<file path="config.mk">
export PLATFORM = sky130hd
export DESIGN_NAME = i2s_receiver_flat
export DESIGN_NICKNAME = d
export VERILOG_FILES = /design/src/rtl/i2s_pkg.sv /design/src/rtl/i2s_receiver_if.sv /design/src/rtl/i2s_edge_sync.sv /design/src/rtl/i2s_receiver.sv /design/src/flat_wrapper.sv
export SDC_FILE = /design/constraint.sdc
export NUM_CORES = 1
export LEC_CHECK = 0
export BUFFER_PORTS_ARGS = -buffer_cell sky130_fd_sc_hd__buf_2
export CAP_MARGIN = 20
export CORE_ASPECT_RATIO = 1.2
export CORE_MARGIN = 1.5
export CORE_UTILIZATION = 62
export DETAILED_ROUTE_END_ITERATION = 6
export HOLD_SLACK_MARGIN = 0.1
export PLACE_DENSITY = 0.83
export SLEW_MARGIN = 40
export SYNTH_ARGS = -nofsm -noshare
export SYNTH_HDL_FRONTEND = slang
export SYNTH_SLANG_ARGS = --single-unit
</file>
<file path="constraint.sdc">
create_clock -name clk -period 4 [get_ports clk]
set_input_delay 0.8 -clock clk [delete_from_list [all_inputs] [get_ports clk]]
set_output_delay 0.8 -clock clk [all_outputs]
set_load 0.02 [all_outputs]
</file>
<file path="src/rtl/i2s_pkg.sv">
// ----------------------------------------------------------------------------
// i2s_pkg
// Definitions shared by the I2S receiver and transmitter: default sample width,
// frame width, maximum BCLK edges per channel half, and the channel-tracking
// state enum.
// ----------------------------------------------------------------------------
package i2s_pkg;

    localparam int I2S_SAMPLE_W = 24;
    localparam int I2S_FRAME_W  = 2 * I2S_SAMPLE_W;
    localparam int I2S_MAX_BCLK = 32;

    typedef enum logic [1:0] {
        IDLE  = 2'd0,
        LEFT  = 2'd1,
        RIGHT = 2'd2
    } i2s_state_e;

endpackage

</file>
<file path="src/rtl/i2s_receiver_if.sv">
// ----------------------------------------------------------------------------
// i2s_receiver_if
// Valid/ready frame hand-off from the I2S receiver to its consumer.
//   fifo_data  : received frame {left, right}
//   fifo_valid : fifo_data holds a frame
//   fifo_ready : consumer takes the frame when fifo_valid is also high
// master = receiver side, slave = consumer side.
// ----------------------------------------------------------------------------
interface i2s_receiver_if
    import i2s_pkg::*;
#(
    parameter int DATA_W = I2S_FRAME_W
) ();

    logic [DATA_W-1:0] fifo_data;
    logic              fifo_valid;
    logic              fifo_ready;

    modport master (output fifo_data, output fifo_valid, input fifo_ready);
    modport slave  (input fifo_data, input fifo_valid, output fifo_ready);

endinterface

</file>
<file path="src/rtl/i2s_edge_sync.sv">
// ----------------------------------------------------------------------------
// i2s_edge_sync
// Brings BCLK, LRCLK and serial data into the clk domain through two-flop
// synchronizers of identical depth (so their relative alignment survives),
// then detects BCLK rising and LRCLK rising/falling edges as one-cycle pulses.
// Ports:
//   clk, rst_n            : system clock, async active-low reset
//   sclk, lrclk, sdata_in : raw I2S inputs
//   sclk_rise             : synchronized BCLK rising edge
//   lrclk_rise/_fall      : synchronized LRCLK edges
//   sdata_sync            : sdata_in, aligned with the synchronized clocks
// ----------------------------------------------------------------------------
module i2s_edge_sync (
    input  logic clk,
    input  logic rst_n,
    input  logic sclk,
    input  logic lrclk,
    input  logic sdata_in,
    output logic sclk_rise,
    output logic lrclk_rise,
    output logic lrclk_fall,
    output logic sdata_sync
);

    // Bit order in the vectors: [2] = sclk, [1] = lrclk, [0] = sdata
    logic [2:0] meta_reg;
    logic [2:0] sync_reg;
    logic [1:0] prev_reg;

    always_ff @(posedge clk or negedge rst_n) begin
        if (!rst_n) begin
            meta_reg <= '0;
            sync_reg <= '0;
            prev_reg <= '0;
        end else begin
            meta_reg <= {sclk, lrclk, sdata_in};
            sync_reg <= meta_reg;
            prev_reg <= sync_reg[2:1];
        end
    end

    assign sclk_rise  =  sync_reg[2] & ~prev_reg[1];
    assign lrclk_rise =  sync_reg[1] & ~prev_reg[0];
    assign lrclk_fall = ~sync_reg[1] &  prev_reg[0];
    assign sdata_sync =  sync_reg[0];

endmodule

</file>
<file path="src/rtl/i2s_receiver.sv">
// ----------------------------------------------------------------------------
// i2s_receiver
// Slave I2S receiver: captures SAMPLE_W bits per channel (MSB first, one BCLK
// after each LRCLK edge) and presents each complete {left, right} frame on a
// single-entry valid/ready output.
// Ports:
//   clk, rst_n            : system clock, async active-low reset
//   sclk, lrclk, sdata_in : I2S BCLK, LRCLK (low = left), serial data
//   fifo (master)         : fifo_data {left,right}, fifo_valid, fifo_ready
//   overflow              : pulse, completed frame dropped (output still held)
//   frame_err             : pulse, malformed channel half discarded
// ----------------------------------------------------------------------------
module i2s_receiver
    import i2s_pkg::*;
#(
    parameter int SAMPLE_W = I2S_SAMPLE_W,
    parameter int MAX_BCLK = I2S_MAX_BCLK
) (
    input  logic                  clk,
    input  logic                  rst_n,
    input  logic                  sclk,
    input  logic                  lrclk,
    input  logic                  sdata_in,
    i2s_receiver_if.master        fifo,
    output logic                  overflow,
    output logic                  frame_err
);

    localparam int CNT_W = $clog2(MAX_BCLK + 1);
    localparam logic [CNT_W-1:0] LAST_BIT = CNT_W'(SAMPLE_W);
    localparam logic [CNT_W-1:0] FULL_CNT = CNT_W'(SAMPLE_W + 1);
    localparam logic [CNT_W-1:0] MAX_CNT  = CNT_W'(MAX_BCLK);

    logic sclk_rise, lrclk_rise, lrclk_fall, sdata_sync;

    i2s_edge_sync u_sync (
        .clk        (clk),
        .rst_n      (rst_n),
        .sclk       (sclk),
        .lrclk      (lrclk),
        .sdata_in   (sdata_in),
        .sclk_rise  (sclk_rise),
        .lrclk_rise (lrclk_rise),
        .lrclk_fall (lrclk_fall),
        .sdata_sync (sdata_sync)
    );

    i2s_state_e                state_reg,     state_next;
    logic [CNT_W-1:0]          cnt_reg,       cnt_next;
    logic [SAMPLE_W-1:0]       shift_reg,     shift_next;
    logic [SAMPLE_W-1:0]       left_reg,      left_next;
    logic                      left_ok_reg,   left_ok_next;
    logic [2*SAMPLE_W-1:0]     data_reg,      data_next;
    logic                      valid_reg,     valid_next;
    logic                      overflow_reg,  overflow_next;
    logic                      frame_err_reg, frame_err_next;
    logic                      frame_done;

    always_ff @(posedge clk or negedge rst_n) begin
        if (!rst_n) begin
            state_reg     <= IDLE;
            cnt_reg       <= '0;
            shift_reg     <= '0;
            left_reg      <= '0;
            left_ok_reg   <= 1'b0;
            data_reg      <= '0;
            valid_reg     <= 1'b0;
            overflow_reg  <= 1'b0;
            frame_err_reg <= 1'b0;
        end else begin
            state_reg     <= state_next;
            cnt_reg       <= cnt_next;
            shift_reg     <= shift_next;
            left_reg      <= left_next;
            left_ok_reg   <= left_ok_next;
            data_reg      <= data_next;
            valid_reg     <= valid_next;
            overflow_reg  <= overflow_next;
            frame_err_reg <= frame_err_next;
        end
    end

    always_comb begin
        state_next     = state_reg;
        cnt_next       = cnt_reg;
        shift_next     = shift_reg;
        left_next      = left_reg;
        left_ok_next   = left_ok_reg;
        data_next      = data_reg;
        valid_next     = valid_reg;
        overflow_next  = 1'b0;
        frame_err_next = 1'b0;
        frame_done     = 1'b0;

        if (valid_reg && fifo.fifo_ready) begin
            valid_next = 1'b0;
        end

        if (lrclk_rise || lrclk_fall) begin
            // The LRCLK edge is handled first; a BCLK rise in the same cycle
            // is the delay slot (count 0) of the half that starts here.
            cnt_next   = {{(CNT_W-1){1'b0}}, sclk_rise};
            shift_next = '0;
            unique case (state_reg)
                IDLE: begin
                    if (lrclk_fall) begin
                        state_next = LEFT;
                    end
                end
                LEFT: begin
                    if (lrclk_rise) begin
                        state_next     = RIGHT;
                        left_next      = shift_reg;
                        left_ok_next   = (cnt_reg >= FULL_CNT);
                        frame_err_next = (cnt_reg < FULL_CNT);
                    end else begin
                        // Edge polarity out of step with the channel: resync
                        state_next     = IDLE;
                        left_ok_next   = 1'b0;
                        frame_err_next = 1'b1;
                    end
                end
                RIGHT: begin
                    left_ok_next = 1'b0;
                    if (lrclk_fall) begin
                        state_next = LEFT;
                        if (cnt_reg < FULL_CNT) begin
                            frame_err_next = 1'b1;
                        end else if (left_ok_reg) begin
                            frame_done = 1'b1;
                        end
                    end else begin
                        state_next     = IDLE;
                        frame_err_next = 1'b1;
                    end
                end
                default: state_next = IDLE;
            endcase
        end else if (sclk_rise && state_reg != IDLE) begin
            if (cnt_reg == MAX_CNT) begin
                // Too many BCLKs for one half: give up until the next left start
                state_next     = IDLE;
                cnt_next       = '0;
                left_ok_next   = 1'b0;
                frame_err_next = 1'b1;
            end else begin
                cnt_next = cnt_reg + CNT_W'(1);
                if (cnt_reg != '0 && cnt_reg <= LAST_BIT) begin
                    shift_next = {shift_reg[SAMPLE_W-2:0], sdata_sync};
                end
            end
        end

        // Single-entry output: a new frame may replace the held one only if
        // the held one is absent or being accepted this very cycle.
        if (frame_done) begin
            if (!valid_reg || fifo.fifo_ready) begin
                data_next  = {left_reg, shift_reg};
                valid_next = 1'b1;
            end else begin
                overflow_next = 1'b1;
            end
        end
    end

    assign fifo.fifo_data  = data_reg;
    assign fifo.fifo_valid = valid_reg;
    assign overflow        = overflow_reg;
    assign frame_err       = frame_err_reg;

endmodule

</file>
<file path="src/flat_wrapper.sv">
// flat-port wrapper written by rule: the top's interface ports become plain ports
module i2s_receiver_flat import i2s_pkg::*;
#(
    parameter int SAMPLE_W = I2S_SAMPLE_W,
    parameter int MAX_BCLK = I2S_MAX_BCLK
)
  (clk, rst_n, sclk, lrclk, sdata_in, overflow, frame_err, fifo_fifo_data, fifo_fifo_valid, fifo_fifo_ready);
  i2s_receiver_if #(.DATA_W(2*(24))) fifo_i ();
  input  logic clk;
  input  logic rst_n;
  input  logic sclk;
  input  logic lrclk;
  input  logic sdata_in;
  output logic overflow;
  output logic frame_err;
  output wire logic [$bits(fifo_i.fifo_data)-1:0] fifo_fifo_data;
  output wire logic [$bits(fifo_i.fifo_valid)-1:0] fifo_fifo_valid;
  input wire logic [$bits(fifo_i.fifo_ready)-1:0] fifo_fifo_ready;
  assign fifo_fifo_data = fifo_i.fifo_data;
  assign fifo_fifo_valid = fifo_i.fifo_valid;
  assign fifo_i.fifo_ready = fifo_fifo_ready;
  i2s_receiver #(.SAMPLE_W(SAMPLE_W), .MAX_BCLK(MAX_BCLK)) u_core (.clk(clk), .rst_n(rst_n), .sclk(sclk), .lrclk(lrclk), .sdata_in(sdata_in), .fifo(fifo_i), .overflow(overflow), .frame_err(frame_err));
endmodule
</file>
Yosys cells after proc, flatten, opt, wreduce, memory -nomap -nowiden
Index checks and enable logic that the tools add are counted.

Output and inout bits: 51. Input bits: 6. Register bits: 116. Bits in latches: 0. ROM bits: 0. RAM bits: 0. Memories kept: 0. Logic and storage cells: 81.

Multiply operators: 0. Shift operators: 0. Equal/unequal tests: 6. Add/subtract/negate cells: 1. Divide/modulo/power cells: 0. Multiplexer cells: 36. Reductions and logical operators: 17. $lt $le $gt $ge: 3. Bitwise logic cells: 6.

Operator list (number): 24-bit two-way mux (4); 1-bit two-way mux (21); 6-bit two-way mux (3); 3-bit AND reduction (4); 2-bit two-way mux (5); 2-bit nonzero test (4); 6-bit by 1-bit adder with 6-bit output (second input constant) (1); 6-bit equality test (second input constant) (1); 6-bit by 5-bit >= comparator with 1-bit output (second input constant) (1); 6-bit by 5-bit less-or-equal comparator with 1-bit output (second input constant) (1); 6-bit by 5-bit < comparator with 1-bit output (second input constant) (1); 2-bit one-hot mux with 3 select lines (1); 6-bit nonzero test (1); 1-bit one-hot mux with 2 select lines (2); 1-bit bitwise AND (3); 1-bit logical AND (3); 3-bit by 2-bit != test with 1-bit output (second input constant) (1); 3-bit != test (second input constant) (1); 1-bit inverter (3); 2-bit by 1-bit equality test with 1-bit output (second input constant) (1); 2-bit equality test (second input constant) (1); 2-bit logical NOT (1); 1-bit logical OR (2); 2-bit by 1-bit != test with 1-bit output (second input constant) (1); 2 further kinds (2).

Depth between registers and ports, before layout
Gate-level depths: netlist of run 1.

Depth after elaboration: 6. Depth in mapped cells: 9. Gate-level depth less buffers: 6.

Hierarchy
From an unflattened synthesis of run 1, not the netlist that was laid out.

Cells, all modules: 302. Area, all modules: 4635.7 sq um.

By module, submodules not included: i2s_receiver (sequential area each 2702.6 sq um, cells an instance 291, area an instance 4414.2 sq um, times used 1); i2s_edge_sync (sequential area each 200.2 sq um, cells an instance 11, area an instance 221.5 sq um, times used 1).

Least setup slack after synthesis of run 1
No wires, ideal clock.

Path kind: register -> register. Start: reg u_core.state_reg[0]. End: reg u_core.shift_reg[18]. Path buffers: 3. Arrival: 1.908 ns. Stages on the path, launching flop included: 10. Setup slack: 2.018 ns. Setup time: 0.074 ns. Data required time: 3.926 ns. Clock period less this slack: 1.982 ns. Cells stage by stage: dfrtp_1 -> inv_1 -> ha_1 -> or3b_1 -> buf_2 -> a2111oi_4 -> buf_6 -> buf_8 -> nand3_2 -> o21ai_2.

Word-level cells in the longest chain between the ends: 4.

Ends and longest elaborated chain: start, declared (RTL line i2s_receiver.sv:48) `i2s_state_e state_reg, state_next;`; start signal, assigned (RTL line i2s_receiver.sv:71) `state_reg <= state_next;`; 2-bit nonzero test (RTL line i2s_receiver.sv:139) `end else if (sclk_rise && state_reg != IDLE) begin`; 1-bit logical AND (RTL line i2s_receiver.sv:139); 2-bit nonzero test (no line); 3-bit AND reduction (no line); end signal, assigned (RTL line i2s_receiver.sv:73) `shift_reg <= shift_next;`; end, declared (RTL line i2s_receiver.sv:50) `logic [SAMPLE_W-1:0] shift_reg, shift_next;`.

No other way between the ends. A chain may end at the register's enable or synchronous reset.

Final worst setup path of run 1
Start: reg u_core.state_reg[0]. End: reg u_core.shift_reg[5].

Same word-level chain as after synthesis.

==> impl_results.md, run 1 <==
- Final instance area: 0.00575 mm^2
- Final ANT Viol Nets: 0
- DR WL/cell: 16.5 um
- Row cnt: 35
- Peak supply drop: 0.000313 V
- Crit start category: flip-flop
- Clock skew: 6.97 ps
- GPL Wtd Cong: 0.703
- Postcts setup bufs: 0
- CTS root buf: clkbuf_8
- Seq cells post-synth: 116
- Die span in y: 100 um
- Post-synthesis cell area: 0.00487 mm^2
- Antenna Cells: 0
- Largest net degree at the start of global routing: 68
- Max cap viols: 0
- Final hold viol count: 0
- Cells taking the most area after synthesis: dfrtp_1, mux2_2, mux2_1
- Status: finished clean
- Yosys warning count: 0
- Final wirelength: 8560 um
- Minimum clock period: 2350 ps
- Pwr dens: ~500 mW/mm^2
- Sink Count: around 120
- Syn Nets: 370
- Max-slew violation count: 0
- Layout cells sized above 1: 0.422
- Overall routing resource usage: 0.221
- Vias: 2914
- Dpl cells: 488
- Leading area contributor after synthesis: dfrtp_1
- First-pass GRT wire length: about 14000 um
- Post-Synthesis Cells: ~350
- Cell family with most CP delay: simple AND/OR/NAND/NOR gates
- Tcrit/Tclk final: 0.588
- EDFF count, synth: 0
- Crit Path Category: reg -> reg
- RSZ-0062 raised after global routing: no
- Fmax: 425 MHz
- Top Ports: 57
- CP Cell Sequence: inv_1 > ha_1 > or3b_1 > a2111oi_4 > buf_4 > nand3_1 > o21ai_1
- Setup TNS: 0 ps
- Initial antenna violation count: 0
- Buf+Inv Stages, Crit Path: 2
- Vias in the first global route: between 2000 and 3000
- Area grow syn2layout: 18.2%
- Dpl hpwl: 5110 um
- Starting Density: 0.635
- Syn_area_per_cell: 13.7 um^2
- Placed Area: between 0.005 and 0.006 mm^2
- Die W: 83.9 um
- CP Data Arrival Time: 2770 ps
- CP Capture Type: flip-flop
- Post-synth ARST share: 1.00
- DRC: 0
- Max clock buf depth: 2
- Via density: between 5 and 6
- Port bufs: 56
- Seq/Total Area, Yosys: 0.597
- Number of hold buffers added after CTS: 0
- Worst slew margin: 0.560
- Global route overflow: 0
- Final Non-Filler Cells: 519
- Most used DFF post-synth: dfrtp_1
- Cts repair resizes: 0
- Slowest CP cell: or3b_1
- Reg2reg setup slack: 1650 ps
- CTS tree: done
- Nets@finish: 431
- Total power: 0.00285 W
- Reg clk slew, reported paths: 50 ps
- H-tree levels: 4
- Max reg flops: 48
- Least-Margin Pin Slew: 660 ps
- Type of the tightest min-delay check: in -> async
- Leak pwr: 2.96 nW
- DR iter-0 viols: between 100 and 150
- Max FO, Critical Path: 30
- # setup viols final: 0
- Num CTS Buffers: 17
- Crit path required time: around 4400 ps
- Yosys top cell area share: 0.597
- Max stage delay on crit path: 510 ps
- Core Area: 0.00766 mm^2
- Clock latency on the worst-skew pair: 500 ps
- Drt first pass iters: 4
- Die ar.: 0.00839 mm^2
- Post-synth cell types: 44
- Final core utilization: 0.750
==> area by class of cell <==
type | count | area [um^2]
Timing Repair Buffer | 62 | 332
Multi-Input combinational cell | 209 | 1790
Fill cell | 470 | 1910
Inverter | 9 | 33.8
Clock buffer | 22 | 473
Clock inverter | 9 | 103
Tap cell | 92 | 115
Sequential cell | 116 | 2900
==> logic make-up after synthesis <==
group / after synthesis / share of synthesized area
buffers and inverters: 29 / 0.0370
adder cells (fa/ha/maj): 10 / 0.0257
flip-flops: 116 / 0.597
AO/OA/AOI/OAI: 43 / 0.0694
AND/OR/NAND/NOR: 81 / 0.0993
multiplexers: 72 / 0.167
XOR/XNOR: 3 / 0.00540
==> Yosys cell counts, drive strengths merged (2+ instances only) <==
cell and count:
mux2 72, nor2 4, a21oi 4, nand3b 2, nand3 25, nand2 34
xnor2 3, inv 9, ha 10, nor4b 2, a21o 2, o21ai 25
and2 2, nand2b 3, dfrtp 116, buf 14, clkbuf 6, a21boi 2
==> cells in the final DEF (no fill, tap or decap), types with 2 or more instances in the layout <==
cell type / count
ha_1: 9
o21ai_2: 16
clkinv_2: 4
nand2b_1: 3
nand3_2: 16
buf_4: 6
mux2_1: 20
xnor2_1: 3
and2_1: 2
nand3b_1: 2
bufinv_16: 2
nand3_1: 9
clkinvlp_4: 3
inv_1: 9
a21boi_0: 2
a21oi_1: 4
dfrtp_1: 116
clkbuf_16: 16
nor4b_1: 2
a21o_1: 2
buf_2: 55
nand2_1: 34
o21ai_1: 9
mux2_2: 52
clkbuf_8: 5
nor2_1: 4
==> power by group <==
group          switching (W)  internal [W]  total (W)
Combinational       0.000133     0.0000622   0.000196
Clock               0.000504      0.000943    0.00145
Sequential         0.0000153       0.00119    0.00121
==> stage by stage <==
step	setup WS (ps)	hold WS (ps)
2_1_floorplan	2020	331
3_3_place_gp	1510	336
3_5_place_dp	1680	342
4_1_cts	1640	354
5_1_grt	1490	333
6_report	1650	282
==> metal layers <==
metal,track usage,routed length (um),up-vias
met1,0.291,3790,1497
met3,0.0543,232,7
met5,0,0,-
li1,-,-,1360
met2,0.367,4470,50
met4,0.0706,74,0
==> worst paths after layout <==
path | start | end | cells past startpoint
max | u_core.state_reg[0] | u_core.shift_reg[5] | 7
min | rst_n | u_core.fifo.fifo_data[32] | 1
max reg2reg | u_core.state_reg[0] | u_core.shift_reg[5] | 7
min reg2reg | u_core.u_sync.meta_reg[2] | u_core.u_sync.sync_reg[2] | 0
max in group asynchronous | rst_n | u_core.left_reg[3] | 2
min in group clk | u_core.u_sync.meta_reg[2] | u_core.u_sync.sync_reg[2] | 0
No activity file was read; power rests on OpenSTA's default activity.
==> inputs of run 2 (changes only) <==
--- a/config.mk
+++ b/config.mk
@@ -5,14 +5,15 @@
 export SDC_FILE = /design/constraint.sdc
 export NUM_CORES = 1
 export LEC_CHECK = 0
+export ABC_AREA = 1
 export BUFFER_PORTS_ARGS = -buffer_cell sky130_fd_sc_hd__buf_2
 export CAP_MARGIN = 20
 export CORE_ASPECT_RATIO = 1.2
 export CORE_MARGIN = 1.5
-export CORE_UTILIZATION = 62
+export CORE_UTILIZATION = 58
 export DETAILED_ROUTE_END_ITERATION = 6
 export HOLD_SLACK_MARGIN = 0.1
-export PLACE_DENSITY = 0.83
+export PLACE_DENSITY = 0.78
 export SLEW_MARGIN = 40
 export SYNTH_ARGS = -nofsm -noshare
 export SYNTH_HDL_FRONTEND = slang
==> constraint.sdc (replaced) <==
create_clock -name clk -period 2.2 [get_ports clk]
set_input_delay 0.44 -clock clk [delete_from_list [all_inputs] [get_ports clk]]
set_output_delay 0.44 -clock clk [all_outputs]
set_load 0.02 [all_outputs]
==> run 2 against run 1 <==
Die area up 6.5%. Cell count up 30%. Worst setup slack worse by 1400 ps. Hold slack better by 53 ps. Flip-flop and latch count unchanged. Utilization down 3.2 points. Clock-buffer cell count up 5. Critical endpoint is now u_core.fifo.fifo_data[25]. Largest cell class unchanged. Largest power group unchanged.
==> impl_results.md, run 2 <==
- Status: finished clean (unchanged)
- Largest net degree at the start of global routing: 55 (was 68)
- Minimum clock period: 1990 ps (was 2350 ps)
- Type of the tightest min-delay check: in -> reg (was in -> async)
- Syn_area_per_cell: 9.70 um^2 (was 13.7 um^2)
- DR iter-0 viols: 284 (was 141)
- Initial antenna violation count: 0 (unchanged)
- Tcrit/Tclk final: 0.903 (was 0.588)
- Die ar.: 0.00894 mm^2 (was 0.00839 mm^2)
- Via density: 5.52 (was 5.61)
- Area grow syn2layout: 19.9% (was 18.2%)
- Setup TNS: 0 ps (unchanged)
- Overall routing resource usage: 0.257 (was 0.221)
- CP Data Arrival Time: 2440 ps (was 2770 ps)
- CP Capture Type: flip-flop (unchanged)
- Clock skew: 9.39 ps (was 6.97 ps)
- Final wirelength: 10100 um (was 8560 um)
- Slowest CP cell: dfrtp_1 (was or3b_1)
- Commonest cells in the netlist: nand2_1, dfrtp_1, o21ai_0 (was dfrtp_1, mux2_2, nand2_1)
- First-pass GRT wire length: 17300 um (was 14500 um)
- Global route overflow: 0 (unchanged)
- Core Area: 0.00811 mm^2 (was 0.00766 mm^2)
- Layout cells sized above 1: 0.230 (was 0.422)
- Worst slew margin: 0.639 (was 0.560)
- H-tree levels: 4 (unchanged)
- Leak pwr: 3.25 nW (was 2.96 nW)
- Num CTS Buffers: 17 (unchanged)
- Vias: 3714 (was 2914)
- Max stage delay on crit path: 370 ps (was 510 ps)
- Worst Setup Slack, final: 214 ps (was 1650 ps)
- Dpl hpwl: 6440 um (was 5110 um)
- CTS tree: done (unchanged)
- CTS root buf: clkbuf_8 (unchanged)
- Fill cells: 602 (was 470)
- Post-Synthesis Cells: 501 (was 354)
- # setup viols final: 0 (unchanged)
- Most frequent cells in the layout: nand2_1, dfrtp_1, o21ai_0, buf_2, mux2_2 (was dfrtp_1, buf_2, mux2_2, nand2_1, mux2_1)
- Die W: 86.6 um (was 83.9 um)
- Leading area contributor after synthesis: dfrtp_1 (unchanged)
- Most common cell after layout, fill and taps aside: nand2_1 (was dfrtp_1)
- Nets@finish: 582 (was 431)
- Most Frequent Cell on Critical Path: nand2_1
- GPL Wtd Cong: 0.853 (was 0.703)
- Final hold viol count: 0 (unchanged)
- DRC: 0 (unchanged)
- Clock latency on the worst-skew pair: 530 ps (was 500 ps)
- Post-synthesis cell area: 0.00486 mm^2 (was 0.00487 mm^2)
- Crit path required time: 2650 ps (was 4420 ps)
- Max clock buf depth: 2 (unchanged)
- Crit Path Category: reg -> reg (unchanged)
- Top-count cell post-synth: nand2_1 (was dfrtp_1)
- Post-synth cell types: 26 (was 44)
- Place WS: 278 ps (was 1680 ps)
- Starting Density: 0.599 (was 0.635)
- Drt first pass iters: 4 (unchanged)
- Crit start category: flip-flop (unchanged)
- RSZ-0062 raised after global routing: no (unchanged)
- Sink Count: 116 (unchanged)
- CP Cell Sequence: inv_1 > ha_1 > inv_2 > nand2_1 > nor2_2 > nand2_4 > nor2_4 > buf_4 > nand2_1 > nand2_1 (was inv_1 > ha_1 > or3b_1 > a2111oi_4 > buf_4 > nand3_1 > o21ai_1)
- Max reg flops: 48 (unchanged)
- Syn Nets: 517 (was 370)
- Cells taking the most area after synthesis: dfrtp_1, nand2_1, o21ai_0 (was dfrtp_1, mux2_2, mux2_1)
- DR WL/cell: 15.0 um (was 16.5 um)
- Die span in y: 103 um (was 100 um)
- EDFF count, synth: 0 (unchanged)
- Max FO, Critical Path: 33 (was 30)
- Yosys warning count: 0 (unchanged)
- Vias in the first global route: 3689 (was 2935)
- Most used DFF post-synth: dfrtp_1 (unchanged)
- Seq/Total Area, Yosys: 0.597 (about the same)
- Port bufs: 56 (unchanged)
- Peak supply drop: 0.000595 V (was 0.000313 V)
- Max cap viols: 0 (unchanged)
- Yosys top cell area share: 0.597 (about the same)
- Cts repair resizes: 0 (unchanged)
- Post-synth ARST share: 1.00 (unchanged)
- Row cnt: 36 (was 35)
- Final ANT Viol Nets: 0 (unchanged)
- Postcts setup bufs: 0 (unchanged)
- Pwr dens: 917 mW/mm^2 (was 496 mW/mm^2)
- Top Ports: 57 (unchanged)
- Fmax: 503 MHz (was 425 MHz)
- Reg clk slew, reported paths: 50 ps (about the same)
- Antenna Cells: 0 (unchanged)
- Seq cells post-synth: 116 (unchanged)
- Least-Margin Pin Slew: 540 ps (was 660 ps)
- Max-slew violation count: 0 (unchanged)
## run 2: changes by cell type after synthesis, moves of 15 or more
cell	delta
nor2_1	+18
nand3_2	-15
nand2_1	+119
a21oi_1	+15
mux2_2	-28
mux2_1	-20
o21ai_2	-16
o21ai_0	+67
## run 2: per-stage QoR
stage	utilization	total power (W)	cells	cell area (um^2)	hold WS, ps
final	0.719	0.00534	673	5830	335
after CTS	0.719	0.00538	673	5830	312
after floorplan	-	0.00276	501	4860	144
after global placement	0.648	0.00293	638	5260	338
after global routing	0.719	0.00559	673	5830	327
after detailed placement	0.648	0.00295	638	5260	336
## run 2: kinds of logic after synthesis
group / after synthesis / synth area share
fa+ha+maj: 10 / 0.0258
xor+xnor: 1 / 0.00180
buf+inv: 50 / 0.0474
simple gates: 206 / 0.175
flops: 116 / 0.597
mux: 24 / 0.0556
compound gates: 94 / 0.0973
## run 2: worst paths after layout
check | start | depth (start not counted) | slack [ps] | to
hold reg to reg | u_core.u_sync.meta_reg[0] | 0 | 350 | u_core.u_sync.sync_reg[0]
setup reg to reg | u_core.u_sync.sync_reg[1] | 10 | 210 | u_core.fifo.fifo_data[25]
min in group asynchronous | rst_n | 2 | 410 | u_core.fifo.fifo_data[16]
hold / removal | fifo_fifo_ready | 4 | 340 | u_core.fifo.fifo_data[12]
setup / recovery | u_core.u_sync.sync_reg[1] | 10 | 210 | u_core.fifo.fifo_data[25]
max in group asynchronous | rst_n | 3 | 1110 | u_core.u_sync.meta_reg[1]
## run 2: what timing repair did
item / CTS / global route
hold buffers: 4 / 0
setup endpoints to repair: 0 / 0
endpoints found under the hold margin: 34 / 0
## run 2: worst max-delay path: cells and delay by family (launching register included)
kind                       cells  cell delay, ps
buffers and inverters          3             500
DFF                            1             370
and+or+nand+nor                6             710
adders and majority gates      1             320
## run 2: per-layer routing
| metal | GRT usage | wire (um) | vias up |
|---|---|---|---|
| li1 | - | - | 1762 |
| met4 | 0.107 | 132 | 0 |
| met1 | 0.322 | 4450 | 1845 |
| met2 | 0.414 | 5050 | 97 |
| met3 | 0.0865 | 435 | 10 |
| met5 | 0 | 0 | - |
## run 2: cell type report
cell class	count	area, um^2	share of cell area
timing repair buffer	74	465	0.0799
clock inverter	4	20.0	0.00344
clock buffer	27	512	0.0878
sequential	116	2900	0.498
tap	95	119	0.0204
multi-input combinational	335	1730	0.296
inverter	22	82.6	0.0142
## run 2: report_power, final
| group | switching, W | leakage, nW | internal [W] |
|---|---|---|---|
| combinational | 0.000407 | 1.38 | 0.000197 |
| sequential | 0.0000839 | 1.60 | 0.00223 |
| clock | 0.000877 | 0.268 | 0.00155 |
| total | 0.00137 | 3.25 | 0.00398 |
==> inputs of run 3 (changes only) <==
--- a/config.mk
+++ b/config.mk
@@ -10,10 +10,10 @@
 export CAP_MARGIN = 20
 export CORE_ASPECT_RATIO = 1.2
 export CORE_MARGIN = 1.5
-export CORE_UTILIZATION = 58
+export CORE_UTILIZATION = 62
 export DETAILED_ROUTE_END_ITERATION = 6
 export HOLD_SLACK_MARGIN = 0.1
-export PLACE_DENSITY = 0.78
+export PLACE_DENSITY = 0.83
 export SLEW_MARGIN = 40
 export SYNTH_ARGS = -nofsm -noshare
 export SYNTH_HDL_FRONTEND = slang
==> constraint.sdc (replaced) <==
create_clock -name clk -period 2.5 [get_ports clk]
set_input_delay 0.5 -clock clk [delete_from_list [all_inputs] [get_ports clk]]
set_output_delay 0.5 -clock clk [all_outputs]
set_load 0.02 [all_outputs]
==> run 3 against run 2 <==
Final area up 0.60%. Clock-buffer cell count down 8. Clock power up 2%. Cell count down 0.89%. Worst setup slack better by 210 ps. Sequential power down 12%. Sequential share of layout area down 0.30 points. Clock skew down 3.1 ps. Critical endpoint is now u_core.left_reg[7]. Largest power group unchanged.
==> impl_results.md, run 3 (synthesis gave the netlist of run 2 again) <==
- Area grow syn2layout: 20.7% (was 19.9%)
- Number of hold buffers added after CTS: 4 (unchanged)
- Die W: 83.8 um (was 86.6 um)
- Sequential share of power: 0.404 (was 0.434)
- Max FO, Critical Path: 25 (was 33)
- Sink Count: 116 (unchanged)
- Reg clk slew, reported paths: 60 ps (was 50 ps)
- Comb pwr share: 0.107 (was 0.113)
- CP Launch Point: u_core.u_sync.sync_reg[1] (unchanged)
- Initial antenna violation count: 0 (unchanged)
- Least-Margin Pin Slew: 660 ps (was 540 ps)
- Tcrit/Tclk final: 0.831 (was 0.903)
- Grt peak-use layer: met2 (unchanged)
- Place WS: 432 ps (was 278 ps)
- Max-slew violation count: 0 (unchanged)
- Leak pwr: 3.24 nW (was 3.25 nW)
- CP Capture Type: flip-flop (unchanged)
- Pwr dens: 861 mW/mm^2 (was 917 mW/mm^2)
- H-tree levels: 4 (unchanged)
- Status: finished clean (unchanged)
- Vias: 3714 (unchanged)
- Postcts setup bufs: 0 (unchanged)
- Fill cells: 502 (was 602)
- Peak supply drop: 0.000799 V (was 0.000595 V)
- Sw Pwr: 0.00133 W (was 0.00137 W)
- Via density: 5.57 (was 5.52)
- Dpl hpwl: 6200 um (was 6440 um)
- Crit path to: u_core.left_reg[7] (was u_core.fifo.fifo_data[25])
- Antenna Cells: 0 (unchanged)
- Reg2reg setup slack: 420 ps (was 210 ps)
- Worst Setup Slack, final: 422 ps (was 214 ps)
- Minimum clock period: 2080 ps (was 1990 ps)
- # setup viols final: 0 (unchanged)
- GPL Wtd Cong: 0.844 (was 0.853)
- R2R cell count: 5 (was 10)
- Clock latency on the worst-skew pair: 510 ps (was 530 ps)
- GR Util met3: 0.0674 (was 0.0865)
- DR iter-0 viols: 291 (was 284)
- RSZ-0062 raised after global routing: no (unchanged)
- Die span in y: 100 um (was 103 um)
- Type of the tightest min-delay check: reg -> reg (was in -> reg)
- Final Non-Filler Cells: 667 (was 673)
- Clock skew: 6.34 ps (was 9.39 ps)
- Cts repair resizes: 0 (unchanged)
- R2r endpoint: u_core.left_reg[7] (was u_core.fifo.fifo_data[25])
- Worst slew margin: 0.560 (was 0.639)
- Port bufs: 56 (unchanged)
- Core Area: 0.00762 mm^2 (was 0.00811 mm^2)
- Die ar.: 0.00838 mm^2 (was 0.00894 mm^2)
- CTS tree: done (unchanged)
- Fmax: 481 MHz (was 503 MHz)
- Crit start category: flip-flop (unchanged)
- Max cap viols: 0 (unchanged)
- Cell-internal power: 0.00372 W (was 0.00398 W)
- Met1 GRT Util: 0.362 (was 0.322)
- Top Ports: 57 (unchanged)
- Most common cell after layout, fill and taps aside: nand2_1 (unchanged)
- Crit path required time: 2900 ps (was 2650 ps)
- Vias in the first global route: 3688 (was 3689)
- Slowest CP cell: nand3_2 (was dfrtp_1)
- Reg2reg start: u_core.u_sync.sync_reg[1] (unchanged)
- Setup TNS: 0 ps (unchanged)
- First-pass GRT wire length: 18200 um (was 17300 um)
- DR WL/cell: 15.7 um (was 15.0 um)
- Layout cells sized above 1: 0.233 (was 0.230)
- Final core utilization: 0.769 (was 0.719)
- CP Cell Sequence: inv_1 > ha_1 > inv_2 > nand3_2 > mux2_2 (was inv_1 > ha_1 > inv_2 > nand2_1 > nor2_2 > nand2_4 > nor2_4 > buf_4 > nand2_1 > nand2_1)
- Largest net degree at the start of global routing: 56 (was 55)
- Final hold viol count: 0 (unchanged)
- Max reg flops: 48 (unchanged)
- Row cnt: 35 (was 36)
- Num CTS Buffers: 17 (unchanged)
- Final ANT Viol Nets: 0 (unchanged)
- Sw Share: 0.264 (was 0.256)
- Clock power frac: 0.489 (was 0.453)
- DRC: 0 (unchanged)
- Nets@finish: 578 (was 582)
- Final wirelength: 10500 um (was 10100 um)
- Max clock buf depth: 2 (unchanged)
- Global-route met2 utilization: 0.463 (was 0.414)
- Dpl cells: 631 (was 638)
- Starting Density: 0.638 (was 0.599)
- Drt first pass iters: 5 (was 4)
- CP Data Arrival Time: 2470 ps (was 2440 ps)
- Overall routing resource usage: 0.278 (was 0.257)
- Crit Path Category: reg -> reg (unchanged)
- Most frequent cells in the layout: nand2_1, dfrtp_1, o21ai_0, buf_2, mux2_2 (unchanged)
- Max stage delay on crit path: 540 ps (was 370 ps)
- CTS root buf: clkbuf_8 (unchanged)
- Global route overflow: 0 (unchanged)
==> run 3: area by class of cell <==
cell class / count / area [um^2] / area share
clock inverter: 13 / 171 / 0.0292
multi-input combinational: 335 / 1730 / 0.294
inverter: 22 / 82.6 / 0.0141
tap: 92 / 115 / 0.0196
sequential: 116 / 2900 / 0.495
timing repair buffer: 70 / 423 / 0.0721
clock buffer: 19 / 442 / 0.0753
==> run 3: worst min path at each step <==
stage                         startpoint                        end  slack [ps]  depth (start not counted)
3_3_place_gp   u_core.u_sync.meta_reg[0]  u_core.u_sync.sync_reg[0]         340                          0
4_1_cts        u_core.u_sync.meta_reg[0]  u_core.u_sync.sync_reg[0]         350                          0
6_report       u_core.u_sync.meta_reg[0]  u_core.u_sync.sync_reg[0]         350                          0
5_1_grt        u_core.u_sync.meta_reg[0]  u_core.u_sync.sync_reg[0]         360                          0
2_1_floorplan                      rst_n          u_core.cnt_reg[0]         200                          0
3_5_place_dp   u_core.u_sync.meta_reg[0]  u_core.u_sync.sync_reg[0]         340                          0
==> run 3: through the flow <==
stage / hold slack [ps] / area, um^2 / total power, W
3_3_place_gp: 335 / 5210 / 0.00256
2_1_floorplan: 204 / 4860 / 0.00243
4_1_cts: 352 / 5860 / 0.00508
6_report: 349 / 5860 / 0.00505
3_5_place_dp: 338 / 5210 / 0.00259
5_1_grt: 357 / 5860 / 0.00525
==> run 3: power groups by stage <==
| stage | combinational (W) | sequential, W | clock [W] |
|---|---|---|---|
| after floorplan | 0.000372 | 0.00205 | 0 |
| after global placement | 0.000493 | 0.00207 | 0 |
| after detailed placement | 0.000521 | 0.00207 | 0 |
| after CTS | 0.000544 | 0.00204 | 0.00249 |
| after global routing | 0.000601 | 0.00205 | 0.00259 |
| final | 0.000541 | 0.00204 | 0.00247 |
==> run 3: worst max-delay path, delay by kind of cell (launching register included) <==
| kind | cells | cell delay, ps |
|---|---|---|
| adder cells (fa/ha/maj) | 1 | 320 |
| multiplexers | 1 | 510 |
| AND/OR/NAND/NOR | 1 | 540 |
| buffers and inverters | 2 | 220 |
| flip-flops | 1 | 370 |
==> run 3: routing by layer <==
metal,up-vias,share of wire
li1,1763,-
met1,1821,0.42
met5,-,0
met3,19,0.041
met4,0,0.017
met2,111,0.52
